### src/rtl/seg7_scan_decoder.sv
// Captures a scanned 4-digit seven-segment bus, debounces each digit window,
// decodes it back to BCD and presents the assembled word over valid/ready.
module seg7_scan_decoder #(
    parameter int STABLE_CYCLES = 4,
    parameter bit ACCEPT_ALT69  = 1'b1
) (
    input  logic        clk,
    input  logic        rst_n,
    input  logic [6:0]  seg_in,
    input  logic [3:0]  an_in,
    input  logic        out_ready,
    output logic        out_valid,
    output logic [15:0] out_word,
    output logic [3:0]  out_err,
    output logic        pat_err
);
    localparam int CW = $clog2(STABLE_CYCLES);
    localparam logic [CW-1:0] CNT_MAX = CW'(STABLE_CYCLES - 1);

    typedef enum logic {COLLECT, PRESENT} state_t;
    state_t state, state_nxt;

    logic [10:0]   sync1, cur, prev;
    logic [CW-1:0] cnt;
    logic          armed;
    logic [3:0]    captured;
    logic [3:0]    cur_an;
    logic [6:0]    cur_seg;
    logic          an_onehot;
    logic [1:0]    dig;
    logic [3:0]    dec_val;
    logic          dec_ill;
    logic          capture;
    logic          accept;

    assign cur_an  = cur[10:7];
    assign cur_seg = cur[6:0];

    always_comb begin
        an_onehot = 1'b1;
        dig       = 2'd0;
        case (cur_an)
            4'b0001: dig = 2'd0;
            4'b0010: dig = 2'd1;
            4'b0100: dig = 2'd2;
            4'b1000: dig = 2'd3;
            default: an_onehot = 1'b0;
        endcase
    end

    // No legal code maps to F, so F doubles as the illegal marker.
    always_comb begin
        dec_val = 4'hF;
        case (cur_seg)
            7'b1111110: dec_val = 4'd0;
            7'b0110000: dec_val = 4'd1;
            7'b1101101: dec_val = 4'd2;
            7'b1111001: dec_val = 4'd3;
            7'b0110011: dec_val = 4'd4;
            7'b1011011: dec_val = 4'd5;
            7'b1011111: dec_val = 4'd6;
            7'b1110000: dec_val = 4'd7;
            7'b1111111: dec_val = 4'd8;
            7'b1111011: dec_val = 4'd9;
            default:    dec_val = 4'hF;
        endcase
        if (ACCEPT_ALT69 && cur_seg == 7'b0011111) dec_val = 4'd6;
        if (ACCEPT_ALT69 && cur_seg == 7'b1110011) dec_val = 4'd9;
        dec_ill = (dec_val == 4'hF);
    end

    assign capture = (state == COLLECT) && (cur == prev) && (cnt == CNT_MAX) &&
                     armed && an_onehot && !captured[dig];
    assign accept  = (state == PRESENT) && out_ready;
    assign out_valid = (state == PRESENT);

    always_comb begin
        state_nxt = state;
        case (state)
            COLLECT: if (capture && ((captured | (4'b0001 << dig)) == 4'hF)) state_nxt = PRESENT;
            PRESENT: if (out_ready) state_nxt = COLLECT;
            default: state_nxt = COLLECT;
        endcase
    end

    always_ff @(posedge clk or negedge rst_n) begin
        if (!rst_n) begin
            state <= COLLECT;
        end else begin
            state <= state_nxt;
        end
    end

    // Window tracking keeps running in PRESENT so a held window can capture on return.
    always_ff @(posedge clk or negedge rst_n) begin
        if (!rst_n) begin
            sync1 <= '0;
            cur   <= '0;
            prev  <= '0;
            cnt   <= '0;
            armed <= 1'b0;
        end else begin
            sync1 <= {an_in, seg_in};
            cur   <= sync1;
            prev  <= cur;
            if (cur != prev) begin
                cnt   <= '0;
                armed <= 1'b1;
            end else begin
                if (cnt != CNT_MAX) cnt <= cnt + 1'b1;
                if (capture) armed <= 1'b0;
            end
        end
    end

    always_ff @(posedge clk or negedge rst_n) begin
        if (!rst_n) begin
            captured <= '0;
            out_word <= '0;
            out_err  <= '0;
            pat_err  <= 1'b0;
        end else begin
            pat_err <= capture && dec_ill;
            if (accept) begin
                captured <= '0;
                out_err  <= '0;
            end else if (capture) begin
                captured[dig]         <= 1'b1;
                out_word[dig*4 +: 4]  <= dec_val;
                out_err[dig]          <= dec_ill;
            end
        end
    end
endmodule

### config.mk
export PLATFORM = sky130hd
export DESIGN_NAME = seg7_scan_decoder
export DESIGN_NICKNAME = d
export VERILOG_FILES = /design/src/rtl/seg7_scan_decoder.sv
export SDC_FILE = /design/constraint.sdc
export NUM_CORES = 1
export LEC_CHECK = 0
export CAP_MARGIN = 25
export CORE_MARGIN = 2
export CORE_UTILIZATION = 45
export DETAILED_ROUTE_END_ITERATION = 10
export PLACE_DENSITY = 0.68
export SYNTH_ARGS = -nofsm -noshare
export SYNTH_HDL_FRONTEND = slang
export SYNTH_SLANG_ARGS = --single-unit
### constraint.sdc
create_clock -name clk -period 2.92 [get_ports clk]
set_input_delay 0.584 -clock clk [delete_from_list [all_inputs] [get_ports clk]]
set_output_delay 0.584 -clock clk [all_outputs]
set_load 0.05 [all_outputs]
; Word level (Yosys, flattened, before mapping)
; Cells that the tools add are included.
[word_totals]
reg_bits = 62
inputBits = 14
out_inout_bits = 22
[classes]
add_sub_neg = 2
n_lt_le_gt_ge = 2
eq_ne = 22
n_shift = 3
n_mux = 22
bitwise_logic = 4
n_reduce_logical = 15
[op_table]
columns = op, n
row1 = "7-bit equality test, second input constant", 9
row2 = 4-bit one-hot mux with 10 select lines, 1
row3 = 4-bit negation with 34-bit output, 1
row4 = "4-bit by 34-bit variable shift with 16-bit output, first input constant", 1
row5 = 4-bit by 34-bit indexed part select with 16-bit output, 1
row6 = 4-bit two-way mux, 6
row7 = 16-bit bitwise mux, 1
row8 = "7-bit by 6-bit equality test with 1-bit output, second input constant", 2
row9 = "4-bit equality test, second input constant", 3
row10 = 11-bit equality test, 1
row11 = 11-bit != test, 1
row12 = 1-bit logical AND, 9
row13 = 4-bit OR, 2
row14 = "7-bit by 5-bit equality test with 1-bit output, second input constant", 1
row15 = 1-bit two-way mux, 7
row16 = 2-bit one-hot mux with 3 select lines, 1
row17 = 2-bit nonzero test, 3
row18 = 4-bit bitwise mux, 1
row19 = "4-bit by 1-bit equality test with 1-bit output, second input constant", 1
row20 = "4-bit by 2-bit equality test with 1-bit output, second input constant", 1
row21 = "4-bit by 3-bit equality test with 1-bit output, second input constant", 1
row22 = 2-bit two-way mux, 2
row23 = 4-bit OR reduction, 1
row24 = "1-bit by 2-bit << shifter with 4-bit output, first input constant", 1
row25 = 11 further kinds, 12

; Logic depth before layout (Yosys ltp)
; Gate-level depths: netlist of run 1.
[logic_depth]
ltp_word = 9
depth_mapped = 9

; Worst setup path before layout of run 1
; OpenSTA, ideal clock, no wires.
[synth_path]
path_kind = register to register
start = reg cur[10]
end = reg out_err[3]
setup_ns = 0.077
arrival_time_ns = 2.096
path_slack_ns = 0.746
path_stages_with_launch = 10
n_path_buf = 2
period_less_slack_ns = 2.174
cell_sequence = dfrtp_1 -> clkbuf_1 -> xnor2_1 -> or3_1 -> clkbuf_1 -> inv_1 -> ha_1 -> inv_1 -> or4_1 -> a21oi_1
[synth_via]
elab_chain_cells = 9
elab_cells_between_ends = 25
classes_between = order compare: 2 / eq/ne: 5 / mux: 9 / reduce/logical: 9
[synth_lines]
columns = element, line
row1 = start: declaration, 23  ; logic [10:0] sync1, cur, prev;
row2 = start signal: assignment, 104  ; cur <= sync1;
row3 = "4-bit equality test, or another cell as far along", 42  ; case (cur_an)
row4 = 2-bit one-hot mux with 3 select lines, 42
row5 = 2-bit by 3-bit < comparator with 1-bit output (not written as such) or 2-bit by 1-bit greater-or-equal comparator with 1-bit output (tied branches), 130  ; out_err[dig] <= dec_ill;
row6 = 1-bit logical AND (not written as such), 130
row7 = 1-bit two-way mux (not written as such), 130
row8 = 1-bit demux with 2-bit select, 130
row9 = 4-bit bitwise mux, 130
row10 = 4-bit two-way mux, 127  ; end else if (capture) begin
row11 = 4-bit two-way mux, 124  ; if (accept) begin
row12 = end signal: indexed assignment, 130
row13 = end: declaration, 14  ; output logic [3:0] out_err,
; Several ways; a longest one is shown, not always the timed one. The select of a mux whose other input is x is not followed.
; A chain may end at the register's enable or synchronous reset.

; Final worst setup path of run 1
[layout_path]
start = reg cur[9]
end = reg out_word[8]
[layout_via]
elab_chain_cells = 7
elab_cells_between_ends = 21
classes_between = add/sub: 1 / eq/ne: 5 / shift: 2 / mux: 5 / reduce/logical: 8
[layout_lines]
columns = element, line
row1 = branches (longest 7 deep; another with 4-bit negation with 34-bit output), n/a
row2 = end signal: indexed assignment, 129  ; out_word[dig*4 +: 4] <= dec_val;
row3 = end: declaration, 13  ; output logic [15:0] out_word,
; Several ways; the timed one is not identified. The select of a mux whose other input is x is not followed.

==> impl_metrics.py, run 1 <==
metrics = {
    "cts": {
        "cts_tree": "done",
        "cts.clk_slew.worst_paths_ns": 0.07,
        "clkSinkCount": 62,
        "clock_path_buffers": 2,
        "cts-hold-fix-buffers": 0,
        "cts_resized": 0,
        "postCtsSetupBuffers": 0,
        "root_buffer": "clkbuf_8",
        "clk_latency_ns": 0.35,
        "htreeDepth": 3,
        "cts_made_buffers": 9,
    },
    "global_route": {
        "grt-ovfl-total": 0,
        "grt_pass1_wl_microns": 8980,
        "antenna_found_initial": 0,
        "grt_pass1_vias": 1879,
        "grtUsageTotal_pct": 18.4,
        "grt_max_degree": 36,
    },
    "yosys": {
        "yosys_warnings": 0,
        "avgSynthCellArea_sq_um": 11.1,
        "synth_edf_count": 0,
        "netlist_area_sq_um": 2750,
        "syn_inst": 247,
        "synth-seq-cells": 62,
        "synth.net_count": 267,
        "synth_async_sr_flop_share_pct": 100,
        "yosysUniqueCellTypes": 47,
        "ys_seq_area_share_pct": 56.5,
        "synthFlopType": "dfrtp_1",
    },
    "final_layout": {
        "layoutNonFillerInstCount": 363,
        "final_util_pct": 57.0,
        "syn2layout_area_growth_pct": 22.8,
        "final_common_cell": "dfrtp_1",
        "design_area_sq_um": 3370,
        "n_antenna_cell": 0,
        "fin_nets": 303,
        "most-common-layout-cells": "dfrtp_1 (62), clkdlybuf4s50_1 (34), inv_1 (16), o21ai_0 (16), nand2_1 (15)",
        "layout-drive-gt1-share_pct": 9.03,
    },
    "place": {
        "dpl.cell_count": 347,
        "portBuffers": 35,
        "gp_congestion": 0.883,
        "post-dp-hpwl_microns": 3770,
        "dp_slack_ns": 0.528,
        "placed_area_sq_um": 3150,
    },
    "timing": {
        "period_minus_slack_ns": 2.40,
        "finalWorstSetupSlack_ns": 0.520,
        "hold_ws_ns": 0.266,
        "relSlewSlack_pct": 55.6,
        "fin_worst_skew_ns": 0.00553,
        "final_hold_viol_count": 0,
        "slew_viol_final": 0,
        "worst_pin_slew_ns": 0.666,
        "grt_setup_unrepaired": "false",
        "fmax_mhz": 417,
        "setup_viol": 0,
        "finalCritPeriodShare_pct": 82.2,
        "fin_tns_setup_ns": 0,
    },
    "die": {
        "io-pin-count": 36,
        "num_rows": 28,
        "die_x_microns": 82.1,
        "start_util_pct": 46.4,
        "die_y_microns": 82.1,
        "core_sq_um": 5920,
        "die_area_sq_um": 6740,
    },
    "route": {
        "vias": 1961,
        "wire_per_inst_microns": 14.7,
        "wl_met3_microns": 248,
        "drtIter0Drc": 65,
        "postRouteWirelength_microns": 5330,
        "top_layer": "met4",
        "met2_length_microns": 2460,
        "firstDrtPassIters": 4,
        "drt_drc_violations_left": 0,
        "postRouteAntennaNets": 0,
        "drt-met1-wl_microns": 2480,
        "vias_per_cell": 5.40,
    },
    "run_status": {
        "status": "finished clean",
    },
    "pwr": {
        "peakVddDrop_uv": 400,
        "total_power_mw": 1.85,
        "cellPowerDensity_nw_per_um2": 547,
        "leakage_nw": 1.46,
    },
    "setup_path": {
        "rrSetupSlack_ns": 0.52,
        "reg2reg_from": "cur[9]",
        "worstPathArrival_ns": 2.67,
        "critical_path_class": "register to register",
        "start_kind": "register",
        "reg2reg_depth": 8,
        "critPathCaptureType": "register",
        "required_ns": 3.19,
        "crit_path_max_fanout": 7,
        "rr_endpoint": "out_word[8]",
    },
    "run": {
        "maxCapViolations": 0,
    },
    "worst_hold_path": {
        "holdCritPathClass": "input pin to asynchronous set/reset pin",
    },
}
## power by group
group          internal, mW  switching, mW
Combinational        0.0554         0.0710
Sequential            0.887         0.0312
Clock                 0.465          0.336
Total                  1.41          0.438
## state kept, by name, summed over array words and instances (netlist names)
register	count
cur	11
armed	1
sync1	11
out_valid	1
cnt	2
captured	4
out_word	16
out_err	4
prev	11
pat_err	1
## layer usage
layer | GRT usage (%) | up-vias
met3 | 7.61 | 13
met4 | 8.33 | 0
met2 | 27.2 | 55
met5 | 0 | -
met1 | 23.7 | 944
li1 | - | 949
## synthesized netlist by cell type (all sizes together) (4+ instances only)
cell	n	area, sq um
o22ai	4	25.0
o21ai	19	95.1
o31ai	10	75.1
inv	16	60.1
and3	4	25.0
a21oi	5	25.0
buf	9	51.3
clkbuf	4	15.0
nor3	8	50.1
xor2	12	105
nor2	10	37.5
nand3	7	35.0
ha	6	75.1
nand2	15	56.3
mux2i	10	100
nand4	4	25.0
dfrtp	62	1550
or3	4	25.0
## cell families (layout without fill, tap and decap cells)
| family | count (synthesis) | count (layout) | share of synthesized area [%] |
|---|---|---|---|
| AND/OR/NAND/NOR | 76 | 76 | 16.6 |
| flip-flops | 62 | 62 | 56.5 |
| AO/OA/AOI/OAI | 51 | 51 | 11.8 |
| buffers and inverters | 29 | 70 | 4.60 |
| XOR/XNOR | 13 | 13 | 4.15 |
| multiplexers | 10 | 10 | 3.64 |
| adder cells (fa/ha/maj) | 6 | 6 | 2.73 |
## final cells by class
| class | instances | area (sq um) |
|---|---|---|
| fillers | 504 | 2550 |
| multi-input cells | 156 | 1070 |
| clock inverters | 4 | 53.8 |
| repair buffers | 38 | 380 |
| flip-flops and latches | 62 | 1550 |
| well taps | 75 | 93.8 |
| clock buffers | 12 | 165 |
| inverters | 16 | 60.1 |
## critical path, cell delays in order (launching register included)
cell     delay (ns)
dfrtp_1        0.45
inv_1          0.09
nor4_1         0.48
a21oi_1        0.15
inv_1          0.14
ha_1           0.30
nor3_1         0.37
nand4_1        0.18
o21ai_0        0.16
## how the worst max path moves through the flow
stage,start,to,slack [ns],cells past startpoint
6_report,cur[9],out_word[8],0.52,8
2_1_floorplan,cur[10],out_err[3],0.75,9
3_3_place_gp,cur[7],captured[2],0.48,5
4_1_cts,cur[9],out_word[7],0.52,8
5_1_grt,cur[9],out_word[11],0.23,8
3_5_place_dp,cur[9],out_word[7],0.53,8
(Power assumes the default switching activity.)
==> run 2, diff against run 1 <==
--- a/config.mk
+++ b/config.mk
@@ -9,7 +9,7 @@
 export CORE_MARGIN = 2
 export CORE_UTILIZATION = 45
 export DETAILED_ROUTE_END_ITERATION = 10
-export PLACE_DENSITY = 0.68
+export PLACE_DENSITY = 0.71
 export SYNTH_ARGS = -nofsm -noshare
 export SYNTH_HDL_FRONTEND = slang
 export SYNTH_SLANG_ARGS = --single-unit
==> constraint.sdc (replaced) <==
create_clock -name clk -period 2 [get_ports clk]
set_input_delay 0.4 -clock clk [delete_from_list [all_inputs] [get_ports clk]]
set_output_delay 0.4 -clock clk [all_outputs]
set_load 0.05 [all_outputs]
==> run 2 against run 1 <==
Compared with the run above: the run now ends with negative setup slack left; wire length rose by 36%; clock power is 59% higher; die area did not move; count of clock-buffer cells in the layout is 1 higher.
==> impl_metrics.py, run 2 (synthesized netlist as in run 1, its figures left out) <==
metrics = {
    "die": {
        "die_x_microns": 82.1,
        "num_rows": 28,
        "die_area_sq_um": 6740,
        "io-pin-count": 36,
        "start_util_pct": 46.4,
        "die_y_microns": 82.1,
        "core_sq_um": 5920,
    },
    "final_layout": {
        "fillers": 399,
        "most-common-layout-cells": "buf_4 (62), dfrtp_1 (52), clkdlybuf4s50_1 (34)",
        "final_common_cell": "buf_4",
        "n_antenna_cell": 0,
        "largest_reg_flops": 16,
        "fin_nets": 373,
        "final_util_pct": 72.0,
        "top_register": "out_word",
        "layout-drive-gt1-share_pct": 42.2,
        "syn2layout_area_growth_pct": 55.3,
    },
    "cts": {
        "htreeDepth": 3,
        "cts_tree": "done",
        "clkSinkCount": 62,
        "clk_latency_ns": 0.33,
        "cts_made_buffers": 9,
        "cts-hold-fix-buffers": 0,
        "cts.clk_slew.worst_paths_ns": 0.07,
        "root_buffer": "clkbuf_8",
        "clock_path_buffers": 2,
    },
    "timing": {
        "period_minus_slack_ns": 2.11,
        "final_hold_viol_count": 0,
        "fin_worst_skew_ns": 0.00786,
        "finalCritPeriodShare_pct": 106,
        "slew_viol_final": 0,
        "fmax_mhz": 473,
        "worst_pin_slew_ns": 0.520,
        "grt_setup_unrepaired": "true",
        "setup_viol": 10,
        "finalWorstSetupSlack_ns": -0.114,
        "relSlewSlack_pct": 65.2,
    },
    "route": {
        "drtIter0Drc": 153,
        "vias": 2335,
        "drt_drc_violations_left": 0,
        "vias_per_cell": 5.39,
        "firstDrtPassIters": 4,
        "wire_per_inst_microns": 16.7,
        "postRouteWirelength_microns": 7230,
        "postRouteAntennaNets": 0,
    },
    "global_route": {
        "grt_pass1_wl_microns": 10600,
        "grt-ovfl-total": 0,
        "antenna_found_initial": 0,
        "grt_max_degree": 63,
        "grtUsageTotal_pct": 21.4,
        "grt_pass1_vias": 2192,
    },
    "setup_path": {
        "start_kind": "register",
        "crit_slowest_cell": "or4_4",
        "crit_family": "simple AND/OR/NAND/NOR gates",
        "reg2reg_depth": 6,
        "required_ns": 2.27,
        "critPathCaptureType": "register",
        "crit_start": "cur[5]",
        "rr_endpoint": "out_err[3]",
        "cp_num_cells": 6,
        "crit_end": "out_err[3]",
        "crit_chain": "buf_4 > or4bb_4 > o22ai_2 > or4b_4 > or4_4 > a21oi_2",
        "crit_path_max_fanout": 7,
        "reg2reg_from": "cur[5]",
        "max_stage_delay_ns": 0.53,
        "rrSetupSlack_ns": -0.11,
        "worstPathArrival_ns": 2.38,
        "critical_path_class": "register to register",
        "path_buf_inv": 1,
    },
    "worst_hold_path": {
        "holdCritPathClass": "input pin to asynchronous set/reset pin",
    },
    "pwr": {
        "cellPowerDensity_nw_per_um2": 689,
        "leakage_nw": 1.87,
        "peakVddDrop_uv": 655,
    },
    "place": {
        "gp_congestion": 0.844,
        "post-dp-hpwl_microns": 4520,
        "dp_slack_ns": -0.195,
        "portBuffers": 35,
    },
    "run_status": {
        "violations": "negative setup slack",
        "status": "finished, violations left",
    },
    "run": {
        "maxCapViolations": 0,
    },
}
-- run 2: cell count changes in the layout (fill, tap and decap cells not counted), sizes merged --
cell | previous run | this run
bufinv | 1 | 2
buf | 4 | 74
clkinvlp | 2 | 0
clkbuf | 12 | 13
-- run 2: metrics by stage --
stage	total power [mW]	TNS [ns]	hold slack (ns)	area [sq um]	instances
after floorplan	1.48	-0.128	0.104	2820	247
after global placement	1.61	-1.01	0.331	3600	400
after detailed placement	1.62	-2.19	0.336	3600	400
after CTS	2.92	-0.465	0.0639	3980	425
after global routing	3.06	-1.88	0.0731	4270	433
final	2.94	-0.396	0.0443	4270	433
-- run 2: area by class of cell --
class	count	area (sq um)	area share [%]
clock inverters	3	65.1	1.53
inverters	16	67.6	1.58
well taps	75	93.8	2.20
repair buffers	108	937	22.0
flip-flops and latches	62	1560	36.7
clock buffers	13	169	3.96
multi-input cells	156	1370	32.1
-- run 2: timing repair --
| item | CTS | global route |
|---|---|---|
| hold endpoints to repair | 0 | 0 |
| endpoints found under the setup margin | 21 | 25 |
| resized for setup | 25 | 57 |
| setup buffers | 9 | 7 |
| pin swaps | 4 | 14 |
| cloned | 0 | 1 |
-- run 2: worst min-delay path by stage --
stage / startpoint / end / depth (start not counted)
finish: rst_n / pat_err / 2
global route: rst_n / pat_err / 2
CTS: rst_n / pat_err / 2
detailed placement: sync1[0] / cur[0] / 0
global placement: sync1[4] / cur[4] / 0
floorplan: rst_n / armed / 0
-- run 2: where the power goes --
| part | switching (mW) | internal, mW | total, mW |
|---|---|---|---|
| registers | 0.0414 | 1.30 | 1.34 |
| clock network | 0.463 | 0.802 | 1.27 |
| logic | 0.171 | 0.165 | 0.336 |
-- run 2: layer usage --
layer  share of wire (%)  routed length, microns  track usage [%]  vias to the layer above
met5                   0                       0                0                        -
met4                 2.0                     145             11.0                        0
met1                  40                    2920             26.2                     1174
met3                 3.3                     240             5.87                       12
met2                  54                    3920             34.7                       54
li1                    -                       -                -                     1095
==> run 3, diff against run 2 <==
--- a/config.mk
+++ b/config.mk
@@ -9,6 +9,7 @@
 export CORE_MARGIN = 2
 export CORE_UTILIZATION = 45
 export DETAILED_ROUTE_END_ITERATION = 10
+export GPL_TIMING_DRIVEN = 0
 export PLACE_DENSITY = 0.71
 export SYNTH_ARGS = -nofsm -noshare
 export SYNTH_HDL_FRONTEND = slang
==> constraint.sdc (replaced) <==
create_clock -name clk -period 2 [get_ports clk]
set_input_delay 0.4 -clock clk [delete_from_list [all_inputs] [get_ports clk]]
set_output_delay 0.4 -clock clk [all_outputs]
set_load 0.02 [all_outputs]
==> run 3 against run 2 <==
Compared with the run above: the run still ends with negative setup slack left; fmax is 3.5% lower; first-iteration DRC count is 24% lower; sequential cell count stayed put; die area stayed put; clock power is 10% higher; cell area is 1.0% lower; combinational power is 2% lower; clock skew is 0.00060 ns lower; critical path type unchanged; sequential power hardly changed.
==> impl_metrics.py, run 3 (synthesized netlist as in run 1, its figures left out) <==
metrics = {
    "timing": {
        "period_minus_slack_ns": 2.19,
        "grt_setup_unrepaired": "true",
        "worst_pin_slew_ns": 0.645,
        "relSlewSlack_pct": 57.0,
        "finalWorstSetupSlack_ns": -0.191,
        "hold_ws_ns": 0.0802,
        "slew_viol_final": 0,
        "finalCritPeriodShare_pct": 110,
        "final_hold_viol_count": 0,
        "setup_viol": 18,
        "fin_worst_skew_ns": 0.00726,
        "fmax_mhz": 456,
    },
    "die": {
        "io-pin-count": 36,
        "start_util_pct": 46.4,
        "die_x_microns": 82.1,
        "core_sq_um": 5920,
        "num_rows": 28,
        "die_area_sq_um": 6740,
        "die_y_microns": 82.1,
    },
    "pwr": {
        "sequentialPowerShare_pct": 43.3,
        "swShare_pct": 23.2,
        "comb_power_share_pct": 10.8,
        "clockPowerShare_pct": 45.9,
        "switching_power_mw": 0.710,
        "leakage_nw": 1.84,
        "p_int_mw": 2.35,
        "peakVddDrop_uv": 757,
        "cellPowerDensity_nw_per_um2": 724,
    },
    "global_route": {
        "antenna_found_initial": 0,
        "grt_max_degree": 36,
        "grtUsageTotal_pct": 21.7,
        "grt-ovfl-total": 0,
        "grt_pass1_wl_microns": 10600,
        "grt_pass1_vias": 2134,
    },
    "final_layout": {
        "n_antenna_cell": 0,
        "syn2layout_area_growth_pct": 53.8,
        "largest_reg_flops": 16,
        "most-common-layout-cells": "dfrtp_1 (60), buf_4 (41), clkdlybuf4s50_1 (34)",
        "layout-drive-gt1-share_pct": 37.4,
        "fin_nets": 355,
        "top_register": "out_word",
        "final_common_cell": "dfrtp_1",
    },
    "run_status": {
        "violations": "negative setup slack",
        "status": "finished, violations left",
    },
    "cts": {
        "cts-hold-fix-buffers": 0,
        "cts_tree": "done",
        "clock_path_buffers": 2,
        "root_buffer": "clkbuf_8",
        "clk_latency_ns": 0.34,
        "clkSinkCount": 62,
        "htreeDepth": 3,
        "cts_made_buffers": 9,
        "cts.clk_slew.worst_paths_ns": 0.07,
    },
    "setup_path": {
        "crit_path_max_fanout": 5,
        "reg2reg_depth": 6,
        "crit_chain": "buf_6 > o21ai_4 > o22ai_2 > or4b_4 > or4_4 > a21oi_2",
        "crit_end": "out_err[3]",
        "crit_family": "simple AND/OR/NAND/NOR gates",
        "critPathCaptureType": "register",
        "path_buf_inv": 1,
        "reg2reg_from": "cur[0]",
        "max_stage_delay_ns": 0.57,
        "cp_num_cells": 6,
        "required_ns": 2.27,
        "rrSetupSlack_ns": -0.19,
        "rr_endpoint": "out_err[3]",
        "worstPathArrival_ns": 2.46,
        "start_kind": "register",
        "critical_path_class": "register to register",
        "crit_start": "cur[0]",
        "crit_slowest_cell": "or4b_4",
    },
    "route": {
        "vias_per_cell": 5.58,
        "postRouteAntennaNets": 0,
        "wire_per_inst_microns": 17.2,
        "postRouteWirelength_microns": 7150,
        "drt_drc_violations_left": 0,
        "drtIter0Drc": 117,
        "firstDrtPassIters": 4,
        "vias": 2315,
    },
    "place": {
        "post-dp-hpwl_microns": 4110,
        "portBuffers": 35,
        "dp_slack_ns": -0.511,
        "gp_congestion": 0.852,
    },
    "run": {
        "maxCapViolations": 0,
    },
    "worst_hold_path": {
        "holdCritPathClass": "input pin to asynchronous set/reset pin",
    },
}
==> run 3: cell count changes in the layout (fill, tap and decap cells not counted), moves of 3 or more <==
cell     delta
buf_4      -21
dfrtp_2     -8
dfrtp_1     +8
nor3_2      -3
xor2_1      -3
buf_8       +3
==> run 3: what timing repair did <==
item,in CTS,in global routing
buffers inserted,20,21
resized for setup,47,49
pin swaps,22,21
endpoints found under the setup margin,25,24
gates cloned,0,1
==> run 3: how the worst min path moves through the flow <==
stage | end | slack [ns]
final | out_err[3] | 0.08
after global routing | out_err[0] | 0.11
after CTS | out_err[3] | 0.09
after detailed placement | cur[1] | 0.33
after global placement | cur[4] | 0.33
after floorplan | armed | 0.10
==> run 3: power by group through the flow <==
| stage | logic (mW) | clock network (mW) | registers [mW] |
|---|---|---|---|
| 5_1_grt | 0.356 | 1.50 | 1.33 |
| 3_3_place_gp | 0.214 | 0 | 1.34 |
| 4_1_cts | 0.276 | 1.42 | 1.32 |
| 3_5_place_dp | 0.220 | 0 | 1.34 |
| 6_report | 0.329 | 1.40 | 1.32 |
| 2_1_floorplan | 0.121 | 0 | 1.34 |
==> run 3: layer usage <==
layer | global-route usage [%] | part of all wire, % | routed length [microns]
met5 | 0 | 0 | 0
met1 | 26.9 | 40 | 2870
met3 | 4.57 | 5.0 | 356
met4 | 10.3 | 3.6 | 258
met2 | 36.1 | 51 | 3660
==> run 3: stage by stage <==
step / std cells / total power, mW / TNS (ns) / cell area [sq um] / utilization [%]
floorplan: 247 / 1.47 / -0.126 / 2820 / -
global placement: 357 / 1.56 / -92.97 / 3260 / 55.1
detailed placement: 358 / 1.57 / -8.95 / 3280 / 55.3
CTS: 394 / 3.02 / -1.15 / 3870 / 65.4
global route: 415 / 3.18 / -3.58 / 4220 / 71.3
finish: 415 / 3.06 / -1.58 / 4220 / 71.3
==> run 3: cell type report <==
| class | count | area [sq um] |
|---|---|---|
| tap | 75 | 93.8 |
| inverter | 16 | 75.1 |
| fill | 405 | 1700 |
| clock inverter | 5 | 105 |
| buffer | 13 | 140 |
| multi-input combinational | 156 | 1420 |
| timing repair buffer | 77 | 684 |
| sequential | 62 | 1550 |
| clock buffer | 11 | 151 |
